$ cat src/rtl/riscv_pkg.sv
// riscv_pkg: opcode classes, instruction formats and immediate limits shared by the encoder
package riscv_pkg;
  typedef enum logic [1:0] {FMT_I, FMT_S, FMT_R, FMT_SB} fmt_t;
  localparam logic [6:0] OPC_LOAD   = 7'b0000011;
  localparam logic [6:0] OPC_STORE  = 7'b0100011;
  localparam logic [6:0] OPC_OP     = 7'b0110011;
  localparam logic [6:0] OPC_BRANCH = 7'b1100011;
  localparam logic signed [63:0] IMM12_MIN = -64'sd2048;
  localparam logic signed [63:0] IMM12_MAX = 64'sd2047;
  localparam logic signed [63:0] IMM13_MIN = -64'sd4096;
  localparam logic signed [63:0] IMM13_MAX = 64'sd4094;
  function automatic fmt_t fmt_of(input logic [6:0] op);
    return op[6] ? FMT_SB : op[5] ? (op[4] ? FMT_R : FMT_S) : FMT_I;
  endfunction
endpackage

$ cat src/rtl/instr_pack.sv
// instr_pack: selects the format from the opcode, packs the 32-bit word and range-checks imm
module instr_pack
  import riscv_pkg::*;
(
  input  logic [6:0]         opcode,
  input  logic [4:0]         rd,
  input  logic [4:0]         rs1,
  input  logic [4:0]         rs2,
  input  logic [2:0]         funct3,
  input  logic [6:0]         funct7,
  input  logic signed [63:0] imm,
  output logic [31:0]        word,
  output logic               err
);
  fmt_t fmt;
  logic in12, in13;
  always_comb begin
    fmt  = fmt_of(opcode);
    in12 = imm >= IMM12_MIN && imm <= IMM12_MAX;
    in13 = imm >= IMM13_MIN && imm <= IMM13_MAX && !imm[0];
    word = fmt == FMT_I ? {imm[11:0], rs1, funct3, rd, opcode} :
           fmt == FMT_S ? {imm[11:5], rs2, rs1, funct3, imm[4:0], opcode} :
           fmt == FMT_R ? {funct7, rs2, rs1, funct3, rd, opcode} :
                          {imm[12], imm[10:5], rs2, rs1, funct3, imm[4:1], imm[11], opcode};
    err  = fmt == FMT_R ? 1'b0 : fmt == FMT_SB ? !in13 : !in12;
  end
endmodule

$ cat src/rtl/instr_mem_loader.sv
// instr_mem_loader: encodes a field bundle and writes it little-endian, one byte per cycle, to memory
module instr_mem_loader
  import riscv_pkg::*;
#(
  parameter int ADDR_W    = 8,
  parameter int BASE_ADDR = 0
) (
  input  logic              clk,
  input  logic              reset,
  input  logic              in_valid,
  output logic              in_ready,
  input  logic [6:0]        opcode,
  input  logic [4:0]        rd,
  input  logic [4:0]        rs1,
  input  logic [4:0]        rs2,
  input  logic [2:0]        funct3,
  input  logic [6:0]        funct7,
  input  logic [63:0]       imm,
  output logic              mem_we,
  output logic [ADDR_W-1:0] mem_addr,
  output logic [7:0]        mem_wdata,
  output logic              done,
  output logic              imm_err,
  output logic              full,
  output logic [31:0]       instr
);
  localparam logic [0:0] IDLE  = 1'b0;
  localparam logic [0:0] WRITE = 1'b1;
  localparam logic [ADDR_W:0] LIMIT = (ADDR_W+1)'((1 << ADDR_W) - 4);
  logic [0:0]      state;
  logic [1:0]      k;
  logic [ADDR_W:0] ptr;
  logic [31:0]     word;
  logic            err, fire;
  instr_pack u_pack (
    .opcode (opcode),
    .rd     (rd),
    .rs1    (rs1),
    .rs2    (rs2),
    .funct3 (funct3),
    .funct7 (funct7),
    .imm    (imm),
    .word   (word),
    .err    (err)
  );
  always_comb begin
    full      = ptr > LIMIT;
    in_ready  = state == IDLE && !full && !reset;
    fire      = in_valid && in_ready;
    mem_we    = state == WRITE;
    mem_addr  = ptr[ADDR_W-1:0];
    mem_wdata = instr[{k, 3'b000} +: 8];
    done      = mem_we && k == 2'd3;
  end
  // pointer is one bit wider than the address so it saturates at full instead of wrapping
  always_ff @(posedge clk) begin
    if (reset) begin
      state   <= IDLE;
      k       <= '0;
      ptr     <= (ADDR_W+1)'(BASE_ADDR);
      instr   <= '0;
      imm_err <= 1'b0;
    end else begin
      imm_err <= fire && err;
      if (fire && !err) begin
        state <= WRITE;
        k     <= '0;
        instr <= word;
      end else if (state == WRITE) begin
        ptr <= ptr + 1'b1;
        k   <= k + 1'b1;
        if (k == 2'd3) state <= IDLE;
      end
    end
  end
endmodule

$ cat config.mk
export PLATFORM = sky130hd
export DESIGN_NAME = instr_mem_loader
export DESIGN_NICKNAME = d
export VERILOG_FILES = /design/src/rtl/riscv_pkg.sv /design/src/rtl/instr_pack.sv /design/src/rtl/instr_mem_loader.sv
export SDC_FILE = /design/constraint.sdc
export NUM_CORES = 1
export LEC_CHECK = 0
export CORE_ASPECT_RATIO = 0.9
export CORE_MARGIN = 2
export CORE_UTILIZATION = 25
export DETAILED_ROUTE_END_ITERATION = 10
export HOLD_SLACK_MARGIN = 0.02
export PLACE_DENSITY = 0.63
export RECOVER_POWER = 25
export SETUP_SLACK_MARGIN = 0.02
export SLEW_MARGIN = 10
export SYNTH_ARGS = -nofsm -noshare
export SYNTH_HDL_FRONTEND = slang
export SYNTH_SLANG_ARGS = --single-unit
$ cat constraint.sdc
create_clock -name clk -period 3.6 [get_ports clk]
set_input_delay 1.08 -clock clk [delete_from_list [all_inputs] [get_ports clk]]
set_output_delay 1.08 -clock clk [all_outputs]
set_load 0.005 [all_outputs]
==> results.toml, run 1 <==
[clock_tree]
path_clk_slew_ps = 70
cts_tree = "built"
cts-root-to-sink-buffers = 2
post_cts_buffers = 0
cts_repair_resize_count = 0
clock-root-buffer = "sky130_fd_sc_hd__clkbuf_16"
tritoncts_sink_count = 45
htreeDepth = 2
cts_buffers = 5
holdBufCountCts = 0
worstSkewPairLatency_ps = 290

[global_route]
grt_pass1_vias = 2847
grt_use_total = 0.162
grt_antenna_before_repair = 0
wire_length_of_the_first_global_routing_pass_um = 14900
maximum_number_of_pins_on_one_net_before_global_route_repair = 45
grt.overflow.total = 0

[route]
final_antenna_net_count = 0
detailedRoute.firstPassIterationCount = 8
detail_route.wirelength_um = 9470
route.detailed.wl_per_inst_um = 17.0
drcViolationCount = 10
drt-vias-per-instance = 5.16
route.vias.total = 2873
drt_first_iter_violations = 134

[floorplan]
floorplan.rows = 35
design.core.area_um2 = 10300
floorplan.initialDensity = 0.259
ios = 152
floorplan.die_area_um2 = 11600
die_w_um = 113
floorplan.die.height_um = 102

[timing]
finalSetupViolations = 0
drv_slew = 0
achievable-frequency_ghz = 0.303
timing.slew.headroom = 0.419
layout_worst_path_cycle_share = 0.916
worstMarginPinSlew_ps = 866
fin_worst_hold_slack_ps = 493
finalHoldViolCount = 0
skew_ps = 6.30
post-route-min-period_ps = 3300
setup_repair_after_global_routing_missed_its_margin = "no"

[finish]
area_growth_pct = 65.1
postLayoutCoreUtil = 0.428
antenna_cells = 0
finalInstanceArea_um2 = 4420
num-nets-final = 529
post_route_cells_drive_above_1_share = 0.110

[logic_synthesis]
syn_inst = 292
asyncSetResetFlopFracSynth = 0
ys.warnings.count = 0
synth_area_leader_cell = "sky130_fd_sc_hd__dfxtp_1"
yosysSeqAreaShare = 0.336
postSynthNetCount = 394
syn-mean-instance-area_um2 = 9.17
synth.top_cells.by_count = "sky130_fd_sc_hd__dfxtp_1 (45), sky130_fd_sc_hd__a21oi_1 (34), sky130_fd_sc_hd__o21ai_0 (25)"
yosys_top_cell_area_share = 0.336
ys_ff_latch = 45
post_synth_edffs = 0
post_synth_num_cell_types = 41
cell_area_after_technology_mapping_um2 = 2680
synth_ff_type = "sky130_fd_sc_hd__dfxtp_1"
synth.most_common_cell = "sky130_fd_sc_hd__dfxtp_1"
synth_top_cells_by_area = "sky130_fd_sc_hd__dfxtp_1 (34%), sky130_fd_sc_hd__mux4_2 (6.7%), sky130_fd_sc_hd__a21oi_1 (6.4%)"

[run]
drv.max_cap_violation_count = 0

[worst_setup_path]
critPathMaxStageDelay_ps = 490
cp.buffers_inverters = 1
timing.critical_path.arrival_ps = 3450
cp_cell_sequence = "clkdlybuf4s50_1 -> nor4_1 -> nand4_1 -> or4_4 -> o221a_4 -> nor2_8 -> a311oi_1"
crit_required_ps = 3750
critPathLaunchType = "primary input"
setup.worst_path.end_class = "flip-flop"
critical_path.top_delay_family = "simple AND/OR/NAND/NOR gates"
worstPathMaxFanout = 18
setup.reg_to_reg.worst_slack_ps = 1270
timing.setup.critical_path_class = "in2reg"
critical_path.slowest_cell = "sky130_fd_sc_hd__or4_4"

[place]
place.gp.congestion = 0.795
placement.cell_area_um2 = 4230
buffer_ports.inserted = 151
place_hpwl_um = 7520

[status]
failed_checks = "DRC"
run_status = "finished, violations left"

[power_and_ir_drop]
peakVddDrop_v = 0.000165
cellLeakagePower_uw = 0.00149
power_density_nw_per_um2 = 315

[min_path]
hp-class = "reg2reg"
==> per-layer routing <==
layer  routed length, µm  GRT usage  vias to the layer above  share of wire
met2                4580      0.276                       95           0.48
li1                    -          -                     1385              -
met3                 734     0.0421                       11          0.078
met5                   0          0                        -              0
met4                 141     0.0422                        0          0.015
met1                4010      0.207                     1382           0.42
==> final timing paths <==
kind                  from        end  depth (start not counted)
hold / removal    instr[7]   instr[7]                          2
hold reg to reg   instr[7]   instr[7]                          2
setup reg to reg    ptr[0]   instr[4]                          8
setup / recovery   imm[32]  instr[20]                          7
==> state kept, by name (all words and copies together), names as in the netlist <==
register / count
imm_err: 1
instr: 32
k: 2
mem_we: 1
ptr: 9
==> power breakdown <==
group | switching [µW] | internal (µW)
sequential | 18.6 | 513
clock | 196 | 396
combinational | 104 | 164
total | 318 | 1070
==> final cells by class <==
type                       count  area, µm²
timing repair buffer         157       1580
fill                        1017       5910
sequential                    45        901
clock inverter                 3       65.1
clock buffer                   5        125
inverter                       5       18.8
tap                          129        161
multi-input combinational    213       1570
==> worst reg2reg max path, cell delays in order (launching register included) <==
cell                      delay [ps]
sky130_fd_sc_hd__dfxtp_1         370
sky130_fd_sc_hd__inv_1            80
sky130_fd_sc_hd__ha_1            140
sky130_fd_sc_hd__o31ai_1         110
sky130_fd_sc_hd__nor4b_2         570
sky130_fd_sc_hd__o31ai_2         340
sky130_fd_sc_hd__buf_4           260
sky130_fd_sc_hd__o21ai_0         210
sky130_fd_sc_hd__a21oi_1         110
==> cells by family after synthesis <==
family,synth area share
multiplexers,0.120
flip-flops,0.336
XOR/XNOR,0.0229
AND/OR/NAND/NOR,0.216
adder cells (fa/ha/maj),0.0140
AO/OA/AOI/OAI,0.215
buffers and inverters,0.0757
==> cell usage in the layout, fill, tap and decap left out, types with 3 or more instances in the layout <==
master,netlist,final
sky130_fd_sc_hd__or3_1,3,3
sky130_fd_sc_hd__nand3_1,20,20
sky130_fd_sc_hd__nor4_1,11,11
sky130_fd_sc_hd__nor2_1,10,10
sky130_fd_sc_hd__dlygate4sd3_1,0,15
sky130_fd_sc_hd__nor3_1,6,6
sky130_fd_sc_hd__xor2_1,5,5
sky130_fd_sc_hd__a311oi_1,4,4
sky130_fd_sc_hd__buf_4,9,4
sky130_fd_sc_hd__a211oi_2,10,10
sky130_fd_sc_hd__mux2i_1,14,14
sky130_fd_sc_hd__nand4_1,19,19
sky130_fd_sc_hd__o21ai_0,25,25
sky130_fd_sc_hd__dfxtp_1,45,45
sky130_fd_sc_hd__nand2_1,15,15
sky130_fd_sc_hd__nor4_2,5,5
sky130_fd_sc_hd__ha_1,3,3
sky130_fd_sc_hd__a21oi_1,34,34
sky130_fd_sc_hd__mux4_2,8,8
sky130_fd_sc_hd__inv_1,5,5
sky130_fd_sc_hd__clkdlybuf4s50_1,0,135
sky130_fd_sc_hd__clkbuf_16,0,5
==> stage by stage <==
stage	total power (µW)	std cells	TNS, ps	setup slack, ps
final	1390	557	0	304
after global routing	1440	557	0	26.2
after CTS	1400	557	0	297
after detailed placement	814	549	-22.6	-12.4
after global placement	809	549	0	55.9
after floorplan	633	292	0	700
Note: power is estimated with default switching activity, not from simulation.
==> inputs of run 2 (changes only) <==
--- a/config.mk
+++ b/config.mk
@@ -5,8 +5,9 @@
 export SDC_FILE = /design/constraint.sdc
 export NUM_CORES = 1
 export LEC_CHECK = 0
+export CAP_MARGIN = 20
 export CORE_ASPECT_RATIO = 0.9
-export CORE_MARGIN = 2
+export CORE_MARGIN = 10
 export CORE_UTILIZATION = 25
 export DETAILED_ROUTE_END_ITERATION = 10
 export HOLD_SLACK_MARGIN = 0.02
==> results.toml, run 2 (synthesis gave the netlist of run 1 again) <==
[status]
run_status = "complete, no violations"

[worst_setup_path]
crit_required_ps = 3720
timing.critical_path.arrival_ps = 3460
worstPathMaxFanout = 18
timing.setup.critical_path_class = "in2reg"
setup.worst_path.end_class = "flip-flop"
critPathLaunchType = "primary input"

[route]
detail_route.wirelength_um = 10700
final_antenna_net_count = 0
drcViolationCount = 0
detailedRoute.firstPassIterationCount = 4
route.vias.total = 2861
drt_first_iter_violations = 208
drt-vias-per-instance = 5.12
route.detailed.wl_per_inst_um = 19.2

[floorplan]
floorplan.initialDensity = 0.259
floorplan.rows = 35
design.core.area_um2 = 10300
floorplan.die_area_um2 = 15300
ios = 152
die_w_um = 129
floorplan.die.height_um = 118

[finish]
largest_register_ff_count = 32
postLayoutCoreUtil = 0.423
largest-register = "instr"
largest_registers = "instr x32, ptr x9, k x2"
area_growth_pct = 63.2
post_route_cells_drive_above_1_share = 0.112
commonest_non_fill_non_tap_cell_in_the_layout = "sky130_fd_sc_hd__clkdlybuf4s50_1"
antenna_cells = 0
layout.cells.most_common_list = "sky130_fd_sc_hd__clkdlybuf4s50_1 (135), sky130_fd_sc_hd__dfxtp_1 (45), sky130_fd_sc_hd__a21oi_1 (34)"
num-nets-final = 531

[clock_tree]
holdBufCountCts = 0
cts_repair_resize_count = 0
path_clk_slew_ps = 60
cts_buffers = 5
tritoncts_sink_count = 45
worstSkewPairLatency_ps = 280
clock-root-buffer = "sky130_fd_sc_hd__clkbuf_16"
cts-root-to-sink-buffers = 2
cts_tree = "built"
htreeDepth = 2
post_cts_buffers = 0

[timing]
final.setup.worst_slack_ps = 262
achievable-frequency_ghz = 0.300
finalSetupViolations = 0
setup_repair_after_global_routing_missed_its_margin = "no"
layout_worst_path_cycle_share = 0.927
finalHoldViolCount = 0
drv_slew = 0
skew_ps = 5.77
timing.slew.headroom = 0.305
post-route-min-period_ps = 3340
worstMarginPinSlew_ps = 1040

[global_route]
wire_length_of_the_first_global_routing_pass_um = 16100
grt.overflow.total = 0
grt_antenna_before_repair = 0
grt_use_total = 0.131
grt_pass1_vias = 2924
maximum_number_of_pins_on_one_net_before_global_route_repair = 45

[place]
place.gp.congestion = 0.779
preCtsSetupSlack_ps = -24.5
buffer_ports.inserted = 151
place_hpwl_um = 8850

[run]
drv.max_cap_violation_count = 0

[power_and_ir_drop]
peakVddDrop_v = 0.000178
power_density_nw_per_um2 = 284
cellLeakagePower_uw = 0.00148

[min_path]
hp-class = "reg2reg"
==> run 2: path summary, 6_finish.rpt <==
check               start         to  slack [ps]  cells after the start
setup / recovery  imm[43]  instr[20]         260                      7
hold / removal     ptr[8]     ptr[8]         500                      2
setup reg to reg   ptr[0]  instr[20]        1230                      7
hold reg to reg    ptr[8]     ptr[8]         500                      2
==> run 2: layout make-up <==
| class | instances | area, µm² |
|---|---|---|
| Timing Repair Buffer | 159 | 1580 |
| Tap cell | 129 | 161 |
| Fill cell | 1009 | 5970 |
| Sequential cell | 45 | 901 |
| Inverter | 5 | 18.8 |
| Clock inverter | 2 | 10.0 |
| Multi-Input combinational cell | 213 | 1570 |
| Clock buffer | 6 | 129 |
==> run 2: worst max-delay path, cell delays in order <==
cell and delay [ps]:
sky130_fd_sc_hd__clkdlybuf4s50_1 440, sky130_fd_sc_hd__nor4_2 290, sky130_fd_sc_hd__nand4_1 190, sky130_fd_sc_hd__or4_4 600, sky130_fd_sc_hd__o221a_4 370, sky130_fd_sc_hd__nor2_8 330, sky130_fd_sc_hd__a311oi_1 160
==> run 2: power breakdown <==
part           leakage (µW)  internal (µW)  switching [µW]  total (µW)
logic               0.00104            163             105         268
clock network     0.0000706            255             187         442
registers          0.000365            513            18.2         531
total               0.00148            931             310        1240
==> run 2: routing by layer <==
metal,up-vias,part of all wire,GRT usage
li1,1389,-,-
met1,1365,0.40,0.153
met2,103,0.49,0.223
met3,4,0.10,0.0469
met4,0,0.0069,0.0320
met5,-,0,0
==> run 2: through the flow <==
stage	cell area, µm²	setup TNS, ps	total power [µW]	hold slack, ps	cells
after floorplan	2680	0	633	458	292
after global placement	4230	0	809	470	551
after detailed placement	4230	-68.2	814	487	551
after CTS	4370	0	1250	496	559
after global routing	4370	0	1290	511	559
final	4370	0	1240	498	559
